<file path="src/rtl/uart_alu_pkg.sv">
// Shared definitions for the UART ALU sequencer: FSM state encoding and
// the opcode values understood by alu_core.
package uart_alu_pkg;

    typedef enum logic [2:0] {
        GET_A,
        GET_B,
        GET_OP,
        EXEC,
        SEND
    } seq_state_t;

    localparam logic [7:0] OP_ADD = 8'h20;
    localparam logic [7:0] OP_SUB = 8'h22;
    localparam logic [7:0] OP_AND = 8'h24;
    localparam logic [7:0] OP_OR  = 8'h25;
    localparam logic [7:0] OP_XOR = 8'h26;
    localparam logic [7:0] OP_NOR = 8'h27;
    localparam logic [7:0] OP_SRL = 8'h02;
    localparam logic [7:0] OP_SRA = 8'h03;

endpackage

</file>
<file path="src/rtl/uart_alu_sequencer_alu_core.sv">
// Combinational ALU for the UART ALU sequencer. Unknown opcodes give a
// zero result and raise invalid.
module alu_core
    import uart_alu_pkg::*;
#(
    parameter int DATA_WIDTH = 8
) (
    input  logic [DATA_WIDTH-1:0] a,
    input  logic [DATA_WIDTH-1:0] b,
    input  logic [DATA_WIDTH-1:0] opcode,
    output logic [DATA_WIDTH-1:0] result,
    output logic                  invalid
);

    // Shifting by the full width or more saturates rather than wrapping.
    logic shift_big;
    assign shift_big = 32'(b) >= DATA_WIDTH;

    // Opcode decode and result selection.
    always_comb begin
        result  = '0;
        invalid = 1'b0;
        case (opcode)
            DATA_WIDTH'(OP_ADD): result = a + b;
            DATA_WIDTH'(OP_SUB): result = a - b;
            DATA_WIDTH'(OP_AND): result = a & b;
            DATA_WIDTH'(OP_OR):  result = a | b;
            DATA_WIDTH'(OP_XOR): result = a ^ b;
            DATA_WIDTH'(OP_NOR): result = ~(a | b);
            DATA_WIDTH'(OP_SRL): result = shift_big ? '0 : (a >> b);
            DATA_WIDTH'(OP_SRA): result = shift_big ? {DATA_WIDTH{a[DATA_WIDTH-1]}}
                                                    : $unsigned($signed(a) >>> b);
            default:             invalid = 1'b1;
        endcase
    end

endmodule

</file>
<file path="src/rtl/uart_alu_sequencer.sv">
// UART ALU sequencer: reads frames (A, B, opcode) from an RX FIFO, computes
// the result with alu_core and pushes it to a TX FIFO.
// Optional feature: define UART_ALU_SEQ_TIMEOUT_EN to abandon a frame after
// TIMEOUT_CYCLES consecutive empty cycles while waiting for B or the opcode.
module uart_alu_sequencer
    import uart_alu_pkg::*;
#(
    parameter int DATA_WIDTH     = 8,
    parameter int TIMEOUT_CYCLES = 262144
) (
    input  logic                  i_clk,
    input  logic                  i_reset,
    input  logic                  i_rx_empty,
    input  logic [DATA_WIDTH-1:0] i_rx_data,
    output logic                  o_rd_uart,
    input  logic                  i_tx_full,
    output logic [DATA_WIDTH-1:0] o_tx_data,
    output logic                  o_wr_uart,
    output logic                  o_busy,
    output logic                  o_err
);

    if (TIMEOUT_CYCLES < 1) begin : g_bad_timeout
        $error("uart_alu_sequencer: TIMEOUT_CYCLES must be at least 1");
    end

    seq_state_t            state;
    logic [DATA_WIDTH-1:0] op_a;
    logic [DATA_WIDTH-1:0] op_b;
    logic [DATA_WIDTH-1:0] opcode;
    logic [DATA_WIDTH-1:0] alu_result;
    logic                  alu_invalid;
    logic                  in_get;
    logic                  timeout_hit;

    alu_core #(.DATA_WIDTH(DATA_WIDTH)) u_alu_core (
        .a       (op_a),
        .b       (op_b),
        .opcode  (opcode),
        .result  (alu_result),
        .invalid (alu_invalid)
    );

    // The FIFO strobes are decoded from the state register so a pop or push
    // lands in the same cycle as the flag it depends on; gating with the
    // reset keeps them quiet while reset is held.
    assign in_get    = (state == GET_A) || (state == GET_B) || (state == GET_OP);
    assign o_rd_uart = i_reset && in_get && !i_rx_empty;
    assign o_wr_uart = i_reset && (state == SEND) && !i_tx_full;
    assign o_busy    = (state != GET_A);
    assign o_err     = ((state == EXEC) && alu_invalid) || timeout_hit;

`ifdef UART_ALU_SEQ_TIMEOUT_EN
    localparam int CNT_W = $clog2(TIMEOUT_CYCLES + 1);

    logic [CNT_W-1:0] idle_cnt;
    logic             mid_frame;

    assign mid_frame   = (state == GET_B) || (state == GET_OP);
    assign timeout_hit = mid_frame && i_rx_empty && (idle_cnt == CNT_W'(TIMEOUT_CYCLES - 1));

    // Count consecutive empty cycles while a frame is partially received.
    always_ff @(posedge i_clk or negedge i_reset) begin
        if (!i_reset) begin
            idle_cnt <= '0;
        end else if (!mid_frame || o_rd_uart || timeout_hit) begin
            idle_cnt <= '0;
        end else if (i_rx_empty) begin
            idle_cnt <= idle_cnt + 1'b1;
        end
    end
`else
    assign timeout_hit = 1'b0;
`endif

    // Frame sequencing: collect operands, execute, then hand off the result.
    always_ff @(posedge i_clk or negedge i_reset) begin
        if (!i_reset) begin
            state     <= GET_A;
            op_a      <= '0;
            op_b      <= '0;
            opcode    <= '0;
            o_tx_data <= '0;
        end else begin
            case (state)
                GET_A: begin
                    if (!i_rx_empty) begin
                        op_a  <= i_rx_data;
                        state <= GET_B;
                    end
                end
                GET_B: begin
                    if (timeout_hit) begin
                        state <= GET_A;
                    end else if (!i_rx_empty) begin
                        op_b  <= i_rx_data;
                        state <= GET_OP;
                    end
                end
                GET_OP: begin
                    if (timeout_hit) begin
                        state <= GET_A;
                    end else if (!i_rx_empty) begin
                        opcode <= i_rx_data;
                        state  <= EXEC;
                    end
                end
                EXEC: begin
                    o_tx_data <= alu_result;
                    state     <= SEND;
                end
                SEND: begin
                    if (!i_tx_full) begin
                        state <= GET_A;
                    end
                end
                default: state <= GET_A;
            endcase
        end
    end

endmodule

</file>
<file path="config.mk">
export PLATFORM = sky130hd
export DESIGN_NAME = uart_alu_sequencer
export DESIGN_NICKNAME = d
export VERILOG_FILES = /design/src/rtl/uart_alu_pkg.sv /design/src/rtl/uart_alu_sequencer_alu_core.sv /design/src/rtl/uart_alu_sequencer.sv
export SDC_FILE = /design/constraint.sdc
export NUM_CORES = 1
export LEC_CHECK = 0
export CORE_MARGIN = 3
export CORE_UTILIZATION = 50
export CTS_CLUSTER_SIZE = 28
export DETAILED_ROUTE_END_ITERATION = 12
export PLACE_DENSITY_LB_ADDON = 0.15
export SLEW_MARGIN = 20
export SYNTH_ARGS = -nofsm -noshare
export SYNTH_HDL_FRONTEND = slang
export SYNTH_SLANG_ARGS = --single-unit
</file>
<file path="constraint.sdc">
create_clock -name i_clk -period 4.9 [get_ports i_clk]
set_input_delay 0.98 -clock i_clk [delete_from_list [all_inputs] [get_ports i_clk]]
set_output_delay 0.98 -clock i_clk [all_outputs]
set_load 0.05 [all_outputs]
</file>
==> impl_metrics.ini, run 1 <==
[pwr]
p_per_area_mw_per_mm2 = 749
total_leakage_power_nw = 1.35
ir_drop_mv = 0.380

[status]
status = finished clean

[global_route]
grt_pass1_vias = 2233
grt-ovfl-total = 0
grt_max_degree = 34
grt_usage_pct = 23.0
antenna_found_initial = 0
grt_pass1_wl_mm = 11.6

[cts]
cts_setup_buffers = 0
clkTransAtPathRegs_ns = 0.09
h-tree-depth = 2
numCtsBuffers = 5
ctsResizeCount = 0
cts_tree = built
clk_latency_ns = 0.31
clockBufferDepth = 2
clock_sinks = 35
postCtsHoldBufs = 0
cts_root_buffer = clkbuf_8

[floorplan]
fp.dieArea_mm2 = 0.00676
placementRows = 27
pin_count = 24
start_util_pct = 52.1
die_y_um = 82.2
coreArea_mm2 = 0.00557
die_x_um = 82.2

[placement]
dpl.hpwl_mm = 5.46
place_congestion = 0.949
port_buffers = 23

[drt]
final_antenna_net_count = 0
vias_per_cell = 5.95
routed_wl_mm = 7.18
drt-pass1-iter-count = 5
wl_per_cell_um = 16.6
drc = 0
dr_total_vias = 2572
drt_iter0_drc = 214

[timing]
rsz0062_at_grt = no
max_freq_mhz = 275
finalHoldViolCount = 0
slew_viol_final = 0
fin_setup_tns_ns = 0
fin_skew_ns = 0.00777
worst_pin_slew_ns = 0.745
min_period_ns = 3.64
finalSetupViolations = 0
timing.final.crit_share_pct = 74.2
whs_ns = 0.471
maxSlewHeadroom_pct = 50.4

[synthesis]
ys.flop_type = dfrtp_1
synth.most_common_cell = nand2_1
postSynth.asyncResetShare_pct = 100
postSynthCellCount = 344
ys_ff_latch = 35
synth.distinct_cells = 54
yosys_warnings = 0
yosys.area.top_type = dfrtp_1
syn_nets = 381
ys_seq_area_share_pct = 30.2
synth.area.top_cells = dfrtp_1 30%, ha_1 10%, o21ai_0 6.4%
synth_common_cells = 45 x nand2_1, 37 x o21ai_0, 35 x dfrtp_1
netlist_area_mm2 = 0.00290
synth_edf_count = 0
avgSynthCellArea_um2 = 8.44
synth_top_area_share_pct = 30.2

[cells_and_area]
diodes = 0
area_delta_synth_final_pct = 12.4
drive_above_1_share_pct = 9.72
layout.nets = 396

[critical_path]
cp-start-kind = register
crit_fanout = 5
r2r-start = opcode[4]
crit_type = reg -> out
arrival_ns = 2.66
r2r-end = o_tx_data[6]
endpoint_kind = output pin
rr_worst_depth = 11
r2r_setup_slack_ns = 1.47
cp.required_ns = 3.92

[min_path]
hold_class = in -> async

[run]
cap_violations = 0
[cell families (layout without fill, tap and decap cells)]
kind of cell | Yosys count | count (layout) | share of synthesized area, %
mux | 23 | 23 | 8.44
simple gates | 118 | 118 | 21.0
compound gates | 87 | 87 | 18.1
fa+ha+maj | 25 | 25 | 11.0
xor+xnor | 19 | 19 | 5.99
buf+inv | 37 | 53 | 5.21
flops | 35 | 35 | 30.2
[flip-flops by register name, summed over array words and instances, names as in the netlist]
| register | count |
|---|---|
| o_tx_data | 8 |
| op_a | 8 |
| op_b | 8 |
| opcode | 8 |
| state | 3 |
[cells in the final DEF (no fill, tap or decap), types with 2 or more instances in the layout]
master,Yosys,routed
inv_1,18,18
and4b_1,2,2
o21ai_0,37,37
a221o_1,2,2
clkdlybuf4s50_1,0,22
clkinvlp_4,0,2
or4_1,2,2
nor3_1,6,6
o2111ai_1,2,2
mux2_2,12,12
nor4_1,6,5
o211ai_1,5,5
a31oi_1,3,3
o221ai_1,2,2
clkbuf_8,0,5
xnor2_1,15,15
nor2_1,23,23
nand2b_1,4,4
and3_1,2,2
a21oi_1,20,20
xor2_1,3,3
nand3_1,10,10
nand2_1,45,45
ha_1,24,24
o21a_1,3,3
dfrtp_1,35,35
mux2i_1,11,11
buf_4,0,4
or3_1,2,2
o31ai_1,3,3
a22oi_1,2,2
nor2b_1,3,3
[critical path: stages (launching register included)]
cell             delay (ns)
dfrtp_1                0.40
or4b_4                 0.59
or4_4                  0.47
nand3_1                0.11
nor2_1                 0.06
clkdlybuf4s50_1        0.71
[final cells by class]
class | instances | area [um^2]
Clock buffer | 5 | 68.8
Multi-Input combinational cell | 272 | 1880
Sequential cell | 35 | 876
Tap cell | 72 | 90.1
Timing Repair Buffer | 27 | 255
Inverter | 18 | 67.6
Fill cell | 527 | 2310
Clock inverter | 3 | 23.8
[worst max path at each step]
stage                   end       start  cells after the start  slack [ns]
3_5_place_dp      o_rd_uart  i_rx_empty                      4        1.33
3_3_place_gp      o_rd_uart  i_rx_empty                      4        1.35
2_1_floorplan  o_tx_data[7]   opcode[4]                     12        1.82
4_1_cts               o_err   opcode[4]                      5        1.26
6_report              o_err   opcode[4]                      5        1.26
5_1_grt               o_err   opcode[4]                      5        1.20
[routing by layer]
layer	track usage, %	routed length (um)
met1	32.2	3340
met2	35.9	3350
met3	4.34	371
met4	6.81	122
met5	0	0
[power breakdown]
| group | total, mW | leakage (nW) | switching [mW] | internal [mW] |
|---|---|---|---|---|
| Clock | 0.228 | 0.0408 | 0.126 | 0.102 |
| Sequential | 0.666 | 0.435 | 0.249 | 0.417 |
| Combinational | 1.55 | 0.871 | 0.869 | 0.683 |
[per-stage QoR]
stage	setup slack [ns]	std cells	total power [mW]	cell area (um^2)	utilization (%)
2_1_floorplan	1.82	344	1.86	2900	-
6_report	1.26	432	2.45	3260	58.6
5_1_grt	1.20	432	2.69	3260	58.6
4_1_cts	1.26	432	2.45	3260	58.6
3_5_place_dp	1.33	424	2.21	3170	56.9
3_3_place_gp	1.35	424	2.18	3170	56.9
No activity file was read; power rests on OpenSTA's default activity.
==> run 2, diff against run 1 <==
Clock period 4.9 ns to 3.4 ns, I/O delays scaled along.
==> run 2 against run 1 <==
- total power grew 52%
- critical endpoint is now o_tx_data[6]
- sequential power grew 39%
- clock skew grew 0.0071 ns
- register-to-register slack lost 1.2 ns
- clock-buffer cell count grew 1
- worst setup slack lost 1.0 ns
- flip-flop and latch count is the same
- non-clock buffer count grew 3
- clock power grew 100%
- global-route usage grew 0.50 points
- largest cell class unchanged
==> impl_metrics.ini, run 2 (synthesized netlist as in run 1, its figures left out) <==
[cells_and_area]
diodes = 0
area_delta_synth_final_pct = 14.6
final_common_cell = nand2_1
fillerInstances = 509
post-route-cell-area_mm2 = 0.00333
layout.nets = 399
regArea_um2 = 876
drive_above_1_share_pct = 10.5
multi_input_area_mm2 = 0.00188
mostFrequentLayoutCells = 45 x nand2_1, 36 x o21ai_0, 35 x dfrtp_1

[timing]
finalHoldViolCount = 0
min_period_ns = 3.15
timing.final.crit_share_pct = 92.8
slew_viol_final = 0
rsz0062_at_grt = no
fin_ws_ns = 0.246
fin_setup_tns_ns = 0
max_freq_mhz = 317
finalSetupViolations = 0
fin_skew_ns = 0.0149
worst_pin_slew_ns = 0.685
whs_ns = 0.444
maxSlewHeadroom_pct = 53.9

[pwr]
total_leakage_power_nw = 1.41
p_per_area_mw_per_mm2 = 1120
ir_drop_mv = 0.637

[cts]
clk_latency_ns = 0.30
clockBufferDepth = 2
clock_sinks = 35
postCtsHoldBufs = 0
clkTransAtPathRegs_ns = 0.09
cts_root_buffer = clkbuf_8
numCtsBuffers = 5
cts_tree = built
h-tree-depth = 2

[critical_path]
arrival_ns = 3.34
crit_type = reg -> reg
crit_fanout = 6
cp.required_ns = 3.59
cp-start-kind = register
endpoint_kind = register
rr_worst_depth = 12

[floorplan]
pin_count = 24
start_util_pct = 52.1
die_y_um = 82.2
fp.dieArea_mm2 = 0.00676
placementRows = 27
die_x_um = 82.2
coreArea_mm2 = 0.00557

[global_route]
grt_max_degree = 37
grt_usage_pct = 23.5
grt_pass1_wl_mm = 11.8
grt-ovfl-total = 0
antenna_found_initial = 0
grt_pass1_vias = 2321

[run]
cap_violations = 0

[placement]
place_congestion = 0.970
pre_cts_ws_ns = 0.210
port_buffers = 23
dpl.hpwl_mm = 5.64
placed_cell_area_mm2 = 0.00319

[drt]
dr_total_vias = 2577
vias_per_cell = 5.92
wl_per_cell_um = 17.2
drc = 0
drt_iter0_drc = 265
routed_wl_mm = 7.48
drt-pass1-iter-count = 4
final_antenna_net_count = 0

[status]
status = finished clean

[min_path]
hold_class = in -> async
## run 2: layer usage
metal	global-route usage (%)	wire (um)	share of wire [%]
met1	33.3	3420	46
met2	36.5	3460	46
met3	4.34	453	6.1
met4	6.48	149	2.0
met5	0	0	0
## run 2: area by class of cell
class                   count  area share (%)
well taps                  72            2.71
inverters                  18            2.03
multi-input cells         272            56.6
flip-flops and latches     35            26.3
repair buffers             30            8.35
clock inverters             2            1.81
clock buffers               6            2.18
## run 2: path summary, 6_finish.rpt
| path | from | endpoint | slack, ns |
|---|---|---|---|
| worst max-delay path | opcode[4] | o_tx_data[6] | 0.25 |
| worst min-delay path | i_reset | o_tx_data[5] | 0.44 |
| worst max register to register | opcode[4] | o_tx_data[6] | 0.25 |
| worst min register to register | o_tx_data[6] | o_tx_data[6] | 0.49 |
| max in group asynchronous | i_reset | op_a[4] | 2.60 |
| min in group i_clk | o_tx_data[6] | o_tx_data[6] | 0.49 |
## run 2: what timing repair did
action | 4_1_cts | 5_1_grt
buffers inserted | 0 | 0
resized for setup | 0 | 2
endpoints found under the setup margin | 0 | 3
## run 2: where the power goes
part	total (mW)	switching (mW)	internal [mW]
sequential	0.925	0.323	0.602
clock	0.464	0.170	0.293
combinational	2.34	1.34	0.999
## run 2: critical path: stages (launching register included)
cell and delay [ns]:
dfrtp_1 0.40, or4b_4 0.59, nor4_4 0.21, nand2_1 0.20
o31ai_1 0.13, xnor2_1 0.16, ha_1 0.31, o21a_1 0.19
o31a_1 0.13, o21a_1 0.19, or3_1 0.30, a31oi_1 0.15
o21ai_0 0.08
## run 2: stage by stage
stage | utilization, % | total power, mW | instances
2_1_floorplan | - | 2.68 | 344
3_3_place_gp | 57.3 | 3.19 | 427
3_5_place_dp | 57.3 | 3.24 | 427
4_1_cts | 59.6 | 3.71 | 435
5_1_grt | 59.7 | 4.05 | 435
6_report | 59.7 | 3.73 | 435
==> run 3, diff against run 2 <==
Clock period 3.4 ns to 3.1 ns, I/O delays scaled along.
==> run 3 against run 2 <==
- the run now ends with negative setup slack left
- final area increased by 5.6%
- register-to-register slack got worse by 0.32 ns
- worst setup slack got worse by 0.32 ns
- via count rose by 4.9%
- total power up 20%
- first-iteration DRC count is 4.9% lower
- largest power group unchanged
- non-clock buffer count up 16
- global-route usage up 1.3 points
- sequential share of layout area is 1.4 points lower
- cell count increased by 3.7%
- clock skew shrank 0.013 ns
- highest routed layer unchanged
==> impl_metrics.ini, run 3 (synthesized netlist as in run 1, its figures left out) <==
[cells_and_area]
final_common_cell = nand2_1
diodes = 0
post-route-cell-area_mm2 = 0.00351
drive_above_1_share_pct = 19.3
mostFrequentLayoutCells = 41 x nand2_1, 35 x o21ai_0, 35 x dfrtp_1
fillerInstances = 496
final_cells = 451
layout.nets = 415
multi_input_area_mm2 = 0.00199
fin_util_pct = 63.0
area_delta_synth_final_pct = 21.0
regArea_um2 = 876

[status]
violations = negative setup slack
status = complete, but fails checks

[timing]
timing.final.crit_share_pct = 103
maxSlewHeadroom_pct = 54.5
rsz0062_at_grt = yes
finalHoldViolCount = 0
finalSetupViolations = 3
fin_skew_ns = 0.00224
max_freq_mhz = 315
min_period_ns = 3.18
slew_viol_final = 0
fin_ws_ns = -0.0783
worst_pin_slew_ns = 0.680

[placement]
place_congestion = 0.970
dpl.hpwl_mm = 5.93
placed_cell_area_mm2 = 0.00324
dp_cells = 434
port_buffers = 23

[drt]
dr_total_vias = 2704
vias_per_cell = 6.00
drt-pass1-iter-count = 6
wl_per_cell_um = 18.3
final_antenna_net_count = 0
routed_wl_mm = 8.24
drc = 0
drt_iter0_drc = 252

[global_route]
grt_pass1_wl_mm = 12.5
grt_usage_pct = 24.8
antenna_found_initial = 0
grt_max_degree = 33
grt_pass1_vias = 2373
grt-ovfl-total = 0

[pwr]
total_leakage_power_nw = 1.47
p_int_mw = 2.23
p_switching_mw = 2.25
p_clk_share_pct = 7.7
switching_share_pct = 50.2
p_per_area_mw_per_mm2 = 1280
combPwrFrac_pct = 69.5
ir_drop_mv = 0.689
power_frac_seq_pct = 22.7

[floorplan]
pin_count = 24
die_x_um = 82.2
placementRows = 27
fp.dieArea_mm2 = 0.00676
die_y_um = 82.2
coreArea_mm2 = 0.00557
start_util_pct = 52.1

[run]
cap_violations = 0

[critical_path]
cpMaxStageDelayCell = or4b_4
path_cells = or4b_4, nor4_4, buf_4, nand2_4, buf_6, nand2_4, xnor2_2, ha_4, nand3_2, a21oi_2, nor2_1, a211o_1, xnor2_1, a221o_1
crit_type = reg -> reg
r2r-start = opcode[4]
crit_path_start = opcode[4]
max_stage_delay_ns = 0.56
cpMostUsedCell = nand2_4
cp.buffers_inverters = 2
crit_fanout = 4
cp.required_ns = 3.28
endpoint_kind = register
cp-start-kind = register
critPathTopFamily = simple AND/OR/NAND/NOR gates
arrival_ns = 3.36

[min_path]
hold_class = in -> async

[cts]
clock_sinks = 35
clockBufferDepth = 2
cts_tree = built
cts_root_buffer = clkbuf_8
numCtsBuffers = 5
clkTransAtPathRegs_ns = 0.08
clk_latency_ns = 0.29
h-tree-depth = 2
postCtsHoldBufs = 0
==> run 3: changes by cell type in the layout (fill, tap and decap cells not counted), sizes merged <==
cell | before | now
clkdlybuf4s50 | 20 | 19
clkinvlp | 0 | 2
clkinv | 0 | 1
clkbuf | 6 | 5
buf | 9 | 27
dlymetal6s2s | 1 | 0
bufinv | 2 | 0
==> run 3: worst paths after layout <==
| kind | cells after the start | slack, ns | endpoint |
|---|---|---|---|
| worst max-delay path | 14 | -0.08 | o_tx_data[7] |
| worst min-delay path | 1 | 0.24 | state[0] |
| worst max register to register | 14 | -0.08 | o_tx_data[7] |
| worst min register to register | 2 | 0.50 | o_tx_data[6] |
| max in group asynchronous | 2 | 2.22 | op_a[4] |
| min in group i_clk | 2 | 0.50 | o_tx_data[6] |
==> run 3: metrics by stage <==
step                setup slack [ns]  total power, mW  hold WS [ns]  setup TNS, ns
finish                       -0.0783             4.48         0.239         -0.128
global route                  -0.191             4.82         0.256         -0.617
CTS                          -0.0570             4.05         0.246        -0.0570
detailed placement           -0.0348             3.65         0.483        -0.0670
global placement              0.0385             3.58         0.472              0
floorplan                     0.0200             2.93         0.324              0
==> run 3: layout make-up <==
type | instances | share of cell area [%]
clock inverter | 3 | 0.570
tap | 72 | 2.56
timing repair buffer | 46 | 11.4
sequential | 35 | 24.9
multi-input combinational | 272 | 56.6
clock buffer | 5 | 1.96
inverter | 18 | 1.92
==> run 3: repair_timing <==
item | CTS | global route
gates resized for setup | 2 | 25
setup endpoints to repair | 2 | 6
pin swaps | 1 | 11
gates cloned | 0 | 0
buffers inserted | 1 | 8
==> run 3: metal layers <==
metal  wire length [um]  GRT usage (%)  vias to the layer above  part of all wire [%]
met2               4010           40.7                      128                    49
met4                153           5.81                        0                   1.9
li1                   -              -                     1286                     -
met1               3450           34.0                     1278                    42
met3                622           4.01                       12                   7.6
met5                  0              0                        -                     0
==> run 3: power groups by stage <==
stage               clock network, mW  registers, mW  logic [mW]
CTS                             0.361          0.998        2.69
detailed placement                  0           1.01        2.65
global placement                    0          0.996        2.58
global route                    0.385           1.04        3.39
finish                          0.347           1.02        3.12
floorplan                           0          0.964        1.97
